==> config.mk <==
export PLATFORM = sky130hd
export DESIGN_NAME = alu_top
export DESIGN_NICKNAME = d
export VERILOG_FILES = /design/src/rtl/alu_pkg.sv /design/src/rtl/alu.sv /design/src/rtl/alu_top.sv
export SDC_FILE = /design/constraint.sdc
export NUM_CORES = 1
export LEC_CHECK = 0
export BUFFER_PORTS_ARGS = -buffer_cell sky130_fd_sc_hd__buf_4
export CAP_MARGIN = 20
export CORE_AREA = 2 2 79 81
export CTS_CLUSTER_SIZE = 30
export DETAILED_ROUTE_END_ITERATION = 12
export DIE_AREA = 0 0 81 83
export HOLD_SLACK_MARGIN = 0.08
export PLACE_DENSITY = 0.56
export SYNTH_ARGS = -nofsm -noshare
export SYNTH_HDL_FRONTEND = slang
export SYNTH_SLANG_ARGS = --single-unit
export TNS_END_PERCENT = 5
==> constraint.sdc <==
create_clock -name CLK -period 5.35 [get_ports CLK]
set_input_delay 0.535 -clock CLK [delete_from_list [all_inputs] [get_ports CLK]]
set_output_delay 0.535 -clock CLK [all_outputs]
set_load 0.01 [all_outputs]
==> src/rtl/alu_pkg.sv <==
// Shared widths and opcode encodings for the switch/button ALU wrapper.
package alu_pkg;

    localparam int unsigned SizeDataDefault = 8;
    localparam int unsigned SizeOpDefault   = 6;
    localparam int unsigned NButtonsDefault = 3;

    // Button bit positions on the board.
    localparam int unsigned BtnLoadA  = 0;
    localparam int unsigned BtnLoadB  = 1;
    localparam int unsigned BtnLoadOp = 2;

    localparam logic [5:0] OpAdd = 6'b100000;
    localparam logic [5:0] OpSub = 6'b100010;
    localparam logic [5:0] OpAnd = 6'b100100;
    localparam logic [5:0] OpOr  = 6'b100101;
    localparam logic [5:0] OpXor = 6'b100110;
    localparam logic [5:0] OpNor = 6'b100111;
    localparam logic [5:0] OpSrl = 6'b000010;
    localparam logic [5:0] OpSra = 6'b000011;

endpackage

==> src/rtl/alu.sv <==
// Combinational ALU: arithmetic, bitwise and shift ops selected by OP;
// unknown opcodes produce zero.
module alu
    import alu_pkg::*;
#(
    parameter int unsigned SIZEDATA = SizeDataDefault,
    parameter int unsigned SIZEOP   = SizeOpDefault
) (
    input  logic [SIZEDATA-1:0] A,
    input  logic [SIZEDATA-1:0] B,
    input  logic [SIZEOP-1:0]   OP,
    output logic [SIZEDATA-1:0] RESULT
);

    localparam logic [SIZEDATA-1:0] ShiftLimit = SIZEDATA'(SIZEDATA);

    logic                shift_oob;
    logic [SIZEDATA-1:0] srl_res;
    logic [SIZEDATA-1:0] sra_res;

    // Out-of-range shift amounts are clamped explicitly so the result never
    // depends on how a tool treats over-wide shifts.
    assign shift_oob = (B >= ShiftLimit);
    assign srl_res   = shift_oob ? '0 : (A >> B);
    assign sra_res   = shift_oob ? {SIZEDATA{A[SIZEDATA-1]}} : SIZEDATA'($signed(A) >>> B);

    always_comb begin
        RESULT = '0;
        case (OP)
            SIZEOP'(OpAdd): RESULT = A + B;
            SIZEOP'(OpSub): RESULT = A - B;
            SIZEOP'(OpAnd): RESULT = A & B;
            SIZEOP'(OpOr):  RESULT = A | B;
            SIZEOP'(OpXor): RESULT = A ^ B;
            SIZEOP'(OpNor): RESULT = ~(A | B);
            SIZEOP'(OpSrl): RESULT = srl_res;
            SIZEOP'(OpSra): RESULT = sra_res;
            default:        RESULT = '0;
        endcase
    end

endmodule

==> src/rtl/alu_top.sv <==
// Board wrapper: buttons latch the switch value into A, B or the opcode,
// and the LEDs show the ALU result of the latched values.
module alu_top
    import alu_pkg::*;
#(
    parameter int unsigned SIZEDATA  = SizeDataDefault,
    parameter int unsigned SIZEOP    = SizeOpDefault,
    parameter int unsigned N_BUTTONS = NButtonsDefault
) (
    input  logic                 CLK,
    input  logic                 RESET,
    input  logic [SIZEDATA-1:0]  SWITCHES,
    input  logic [N_BUTTONS-1:0] BUTTONS,
    output logic [SIZEDATA-1:0]  LEDS
);

    logic [SIZEDATA-1:0] a_q, a_d;
    logic [SIZEDATA-1:0] b_q, b_d;
    logic [SIZEOP-1:0]   op_q, op_d;

    // Buttons are plain level enables; holding one simply reloads each edge.
    always_comb begin
        a_d  = a_q;
        b_d  = b_q;
        op_d = op_q;
        if (BUTTONS[BtnLoadA]) begin
            a_d = SWITCHES;
        end
        if (BUTTONS[BtnLoadB]) begin
            b_d = SWITCHES;
        end
        if (BUTTONS[BtnLoadOp]) begin
            op_d = SWITCHES[SIZEOP-1:0];
        end
    end

    always_ff @(posedge CLK or negedge RESET) begin
        if (!RESET) begin
            a_q  <= '0;
            b_q  <= '0;
            op_q <= '0;
        end else begin
            a_q  <= a_d;
            b_q  <= b_d;
            op_q <= op_d;
        end
    end

    alu #(
        .SIZEDATA (SIZEDATA),
        .SIZEOP   (SIZEOP)
    ) u_alu (
        .A      (a_q),
        .B      (b_q),
        .OP     (op_q),
        .RESULT (LEDS)
    );

endmodule

==> flow_summary.yaml, run 1 <==
synthesis:
  yosys_warnings: 0
  ys_ff_latch: 22
  synth_top_flop_cell: "dfrtp_1"
  synth_top_area_share_pct: 24.3
  synth-seq-area-share_pct: 24.3
  synth_area_leaders: "dfrtp_1, ha_1, o21ai_0"
  ys_types: 53
  synth_area_sq_mm: 0.00226
  syn_area_per_cell_sq_um: 8.05
  async_flop_share_pct: 100
  synth_nets: 319
  synth-edff-count: 0
  yosysTopAreaCell: "dfrtp_1"
  synthCells: 281
grt:
  grt_start_max_net_pins: 27
  grt_pass1_wl_um: 10100
  track_usage_pct: 19.2
  grt_antenna_before_repair: 0
  grt_pass1_vias: 1957
  overflow: 0
timing:
  post-route-period-util_pct: 79.2
  tightest_slew_ns: 0.646
  min_period_ns: 4.24
  clock_skew_ns: 0
  hold_slack_ns: 0.151
  setup_viol: 0
  rsz0062_at_grt: "no"
  hold_viol: 0
  slew_headroom_pct: 56.8
  fmax_mhz: 236
  report.final.slew_viol_count: 0
  setup_tns_ns: 0
power_and_ir_drop:
  power.density_mw_per_mm2: 221
  p_leak_nw: 1.09
  power_mw: 0.550
  ir_drop_mv: 0.0989
setup_path:
  path_cells: "nand2b_1, nor2_1, mux2i_1, ha_1, nor2b_1, o21a_1, a311o_1, o31ai_1, xnor2_1, a221o_1, buf_4"
  crit_cells: 11
  end_kind: "output pin"
  crit_family: "compound AO/OA/AOI/OAI gates"
  worst_path_largest_cell_delay_ns: 0.62
  r2r_cells: 2
  critPathLaunchType: "register"
  critPathArrivalTime_ns: 3.70
  critPathBufInv: 1
  crit_required_ns: 4.82
  critPathKind: "reg2out"
  crit_path_max_fanout: 23
  crit_path_top_delay_cell: "dfrtp_1"
clock_tree:
  cts.sinks: 22
  cts_buffer_depth: 2
  cts_hold_buffers: 0
  cts_root_buffer: "clkbuf_8"
  insertion_delay_ns: 0.26
  cts-buffers-inserted: 3
  cts_tree: "built"
  cts_setup_buffers: 0
  h-tree-depth: 1
  cts.clk_slew.worst_paths_ns: 0.08
  cts_resized: 0
detailed_routing:
  drt-met1-wl_um: 3010
  drc: 0
  route.met3.wl_um: 381
  route.met2.wl_um: 2650
  num_vias: 2075
  top_layer_used: "met4"
  routed_wl_um: 6130
  first_pass_iters: 5
  drt_iter0_drc: 213
  via_per_inst: 5.70
  ant_nets: 0
  wl_per_cell_um: 16.8
die:
  die_area_sq_mm: 0.00672
  die_h_um: 83
  die_x_um: 81
  io_pins: 21
  start_util_pct: 38.9
  fp-row-count: 28
  core_sq_mm: 0.00582
placement:
  dp_hpwl_um: 4810
  numPlacedInstances: 361
  placed_area_sq_mm: 0.00244
  port-buffer-count: 20
  routabilityCongestion: 0.964
final_layout:
  final_common_cell: "o21ai_0"
  area_delta_synth_final_pct: 9.84
  fin_cells: 364
  nNetsFinal: 329
  layout_common_cells: "o21ai_0, nand2_1, ha_1"
  layout-drive-gt1-share_pct: 12.5
  num_antenna_cells: 0
  design_area_sq_mm: 0.00248
run_status:
  outcome: "finished clean"
hold_path:
  hp-class: "in2async"
job:
  drv_cap: 0
[final timing paths]
check,startpoint,endpoint,slack [ns]
max in group asynchronous,RESET,a_q[7],4.97
min reg2reg,op_q[4],op_q[4],0.55
min in group CLK,SWITCHES[7],a_q[7],0.49
max reg2reg,b_q[0],b_q[0],4.15
min,RESET,b_q[2],0.15
max,op_q[0],LEDS[7],1.11
[power breakdown]
part	switching [mW]	internal (mW)	leakage, nW
logic	0.125	0.103	0.809
clock network	0.0533	0.0502	0.0216
registers	0.0371	0.181	0.264
[registers in the layout, summed over array words and instances (netlist names)]
register  count
b_q           8
a_q           8
op_q          6
[cell families (layout without fill, tap and decap cells)]
logic type	Yosys count	after routing	share of synthesized area, %
compound gates	80	80	22.3
xor+xnor	19	19	7.36
fa+ha+maj	25	25	14.2
buf+inv	33	41	5.92
flops	22	22	24.3
mux	16	16	7.47
simple gates	86	86	18.4
[layer usage]
layer | vias to the layer above | global-route usage (%)
li1 | 1022 | -
met1 | 963 | 29.5
met2 | 80 | 28.5
met3 | 10 | 2.07
met4 | 0 | 4.31
met5 | - | 0
[cell usage after synthesis (all sizes together) (2+ instances only)]
cell	count
a21oi	14
xor2	8
o21ai	31
nor2b	8
a221o	2
nand2b	3
xnor2	11
clkbuf	12
inv	17
a211oi	10
or3	3
nor2	25
ha	24
dfrtp	22
a31oi	2
nand2	30
and3	2
a221oi	2
nand4	3
nand3	6
o22ai	2
mux2i	9
o31ai	3
buf	4
mux2	7
[per-stage QoR]
stage | util (%) | setup WS [ns]
finish | 42.7 | 1.11
global route | 42.7 | 0.798
CTS | 42.7 | 1.09
detailed placement | 42.0 | 1.40
global placement | 42.0 | 1.50
floorplan | - | 1.82
[layout make-up]
class                           instances  area [sq um]
Fill cell                             630          3330
Multi-Input combinational cell        226          1580
Sequential cell                        22           551
Timing Repair Buffer                   21           158
Tap cell                               75          93.8
Inverter                               17          63.8
Clock buffer                            3          41.3
(Power assumes the default switching activity.)
==> inputs of run 2 (changes only) <==
ABC_AREA = 1   (was default)
CORE_AREA = 2 2 81 83   (was 2 2 79 81)
DIE_AREA = 0 0 83 85   (was 0 0 81 83)
clock period = 4.45 ns   (was 5.35 ns; I/O delays follow)
==> run 2 against run 1 <==
  * Sequential power increased by 18%
  * Sequential share of layout area decreased by 1.7 points
  * Global-route usage increased by 2.3 points
  * Final cell count increased by 27%
==> flow_summary.yaml, run 2 <==
run_status:
  outcome: "finished clean"
final_layout:
  post-route-util_pct: 43.4
  fillers: 675
  num_antenna_cells: 0
  fin_cells: 464
  nNetsFinal: 426
  area_delta_synth_final_pct: 12.2
  design_area_sq_mm: 0.00270
  reg.largest.list: "a_q: 8 flops, b_q: 8 flops, op_q: 6 flops"
  layout_common_cells: "nand2_1, o21ai_0, inv_1"
  final_common_cell: "nand2_1"
  layout-drive-gt1-share_pct: 11.4
timing:
  clock_skew_ns: 0
  tightest_slew_ns: 0.605
  hold_viol: 0
  hold_slack_ns: 0.405
  rsz0062_at_grt: "no"
  fmax_mhz: 265
  setup_tns_ns: 0
  post-route-period-util_pct: 84.7
  worst_slack_ns: 0.681
  setup_viol: 0
  min_period_ns: 3.77
  report.final.slew_viol_count: 0
  slew_headroom_pct: 59.7
power_and_ir_drop:
  p_sw_share_pct: 38.9
  p_clk_share_pct: 25.5
  pwr-share-comb_pct: 38.8
  p_leak_nw: 1.39
  p_seq_share_pct: 35.8
  power.internal_mw: 0.441
  power_mw: 0.722
  power.density_mw_per_mm2: 268
  p_sw_mw: 0.281
  ir_drop_mv: 0.168
setup_path:
  r2r-end: "b_q[2]"
  critPathKind: "reg2out"
  r2r_cells: 2
  end_kind: "output pin"
  crit_required_ns: 4.01
  critPathArrivalTime_ns: 3.32
  critPathLaunchType: "register"
  crit_path_max_fanout: 13
  r2r_slack_ns: 2.92
  rr_startpoint: "b_q[2]"
synthesis:
  synth_nets: 408
  synth_area_leaders: "dfrtp_1, nand2_1, ha_1"
  ys_ff_latch: 22
  synth_area_sq_mm: 0.00240
  synthCells: 370
  synth-edff-count: 0
  ys_types: 36
  synth_top_flop_cell: "dfrtp_1"
  synth_top_area_share_pct: 22.9
  synth-seq-area-share_pct: 22.9
  async_flop_share_pct: 100
  yosys.cell_count.top_type: "nand2_1"
  yosys-top-cells-count: "nand2_1, o21ai_0, inv_1"
  yosysTopAreaCell: "dfrtp_1"
  yosys_warnings: 0
  syn_area_per_cell_sq_um: 6.49
hold_path:
  worstHoldPathCells: 3
  holdPathEnd: "b_q[6]"
  hp-class: "in2reg"
  worstHoldStart: "SWITCHES[6]"
placement:
  port-buffer-count: 20
  preCtsSetupSlack_ns: 0.985
  routabilityCongestion: 0.887
  dp_hpwl_um: 5950
  placed_area_sq_mm: 0.00261
  numPlacedInstances: 459
grt:
  grt_pass1_wl_um: 12000
  track_usage_pct: 21.4
  overflow: 0
  grt_start_max_net_pins: 23
  grt_antenna_before_repair: 0
  grt_pass1_vias: 2305
clock_tree:
  cts_hold_buffers: 1
  cts-buffers-inserted: 3
  insertion_delay_ns: 0.26
  cts_root_buffer: "clkbuf_8"
  h-tree-depth: 1
  cts.clk_slew.worst_paths_ns: 0.08
  cts_resized: 0
  cts_setup_buffers: 0
  cts.sinks: 22
  cts_tree: "built"
  cts_buffer_depth: 2
die:
  die_h_um: 85
  start_util_pct: 38.7
  die_area_sq_mm: 0.00706
  io_pins: 21
  fp-row-count: 29
  core_sq_mm: 0.00620
  die_x_um: 83
detailed_routing:
  first_pass_iters: 5
  num_vias: 2493
  drc: 0
  ant_nets: 0
  via_per_inst: 5.37
  routed_wl_um: 7340
  wl_per_cell_um: 15.8
  drt_iter0_drc: 182
job:
  drv_cap: 0
-- run 2: cell types whose count changed in the layout (fill, tap and decap cells not counted), moves of 6 or more --
cell / previous run / this run
a211oi_1: 10 / 1
inv_1: 17 / 32
mux2_2: 7 / 1
mux2i_1: 9 / 0
nand2_1: 29 / 122
nand3_1: 6 / 28
nor2b_1: 8 / 0
o21ai_0: 30 / 37
xnor2_1: 11 / 0
-- run 2: cell type report --
| cell class | instances | area [sq um] | share of cell area (%) |
|---|---|---|---|
| timing repair buffer | 21 | 160 | 5.94 |
| tap | 77 | 96.3 | 3.57 |
| clock buffer | 3 | 41.3 | 1.53 |
| clock inverter | 1 | 30.0 | 1.11 |
| sequential | 22 | 551 | 20.4 |
| inverter | 36 | 135 | 5.01 |
| multi-input combinational | 304 | 1680 | 62.4 |
-- run 2: cells by family after synthesis --
family          synth area share, %
simple gates                   38.7
flops                          22.9
fa+ha+maj                      13.3
buf+inv                        7.08
xor+xnor                       2.19
mux                           0.469
compound gates                 15.3
-- run 2: routing by layer --
| layer | GRT usage, % | routed length (um) |
|---|---|---|
| met1 | 30.6 | 3440 |
| met3 | 1.07 | 324 |
| met2 | 36.4 | 3500 |
| met5 | 0 | 0 |
| met4 | 4.02 | 78 |
-- run 2: power by group through the flow --
| stage | registers (mW) | logic, mW | clock network (mW) |
|---|---|---|---|
| 2_1_floorplan | 0.241 | 0.205 | 0 |
| 3_3_place_gp | 0.261 | 0.276 | 0 |
| 3_5_place_dp | 0.261 | 0.277 | 0 |
| 4_1_cts | 0.257 | 0.279 | 0.191 |
| 5_1_grt | 0.261 | 0.320 | 0.201 |
| 6_report | 0.258 | 0.280 | 0.184 |
-- run 2: critical path, cell delays in order (launching register included) --
cell and delay, ns:
dfrtp_1 0.59, clkinv_1 0.36, ha_1 0.32, or2_2 0.30, xor2_1 0.14, ha_1 0.39, a21oi_1 0.22, nand2_1 0.12
o21ai_0 0.17, nand2_1 0.09, a21oi_1 0.15, nand2_1 0.07, buf_4 0.14
-- run 2: worst max path at each step --
stage                start      end  slack (ns)
detailed placement  b_q[0]  LEDS[3]        0.99
floorplan           b_q[0]  LEDS[7]        1.73
global placement    b_q[0]  LEDS[3]        1.11
CTS                 b_q[0]  LEDS[3]        0.68
global route        b_q[0]  LEDS[3]        0.40
finish              b_q[0]  LEDS[3]        0.68
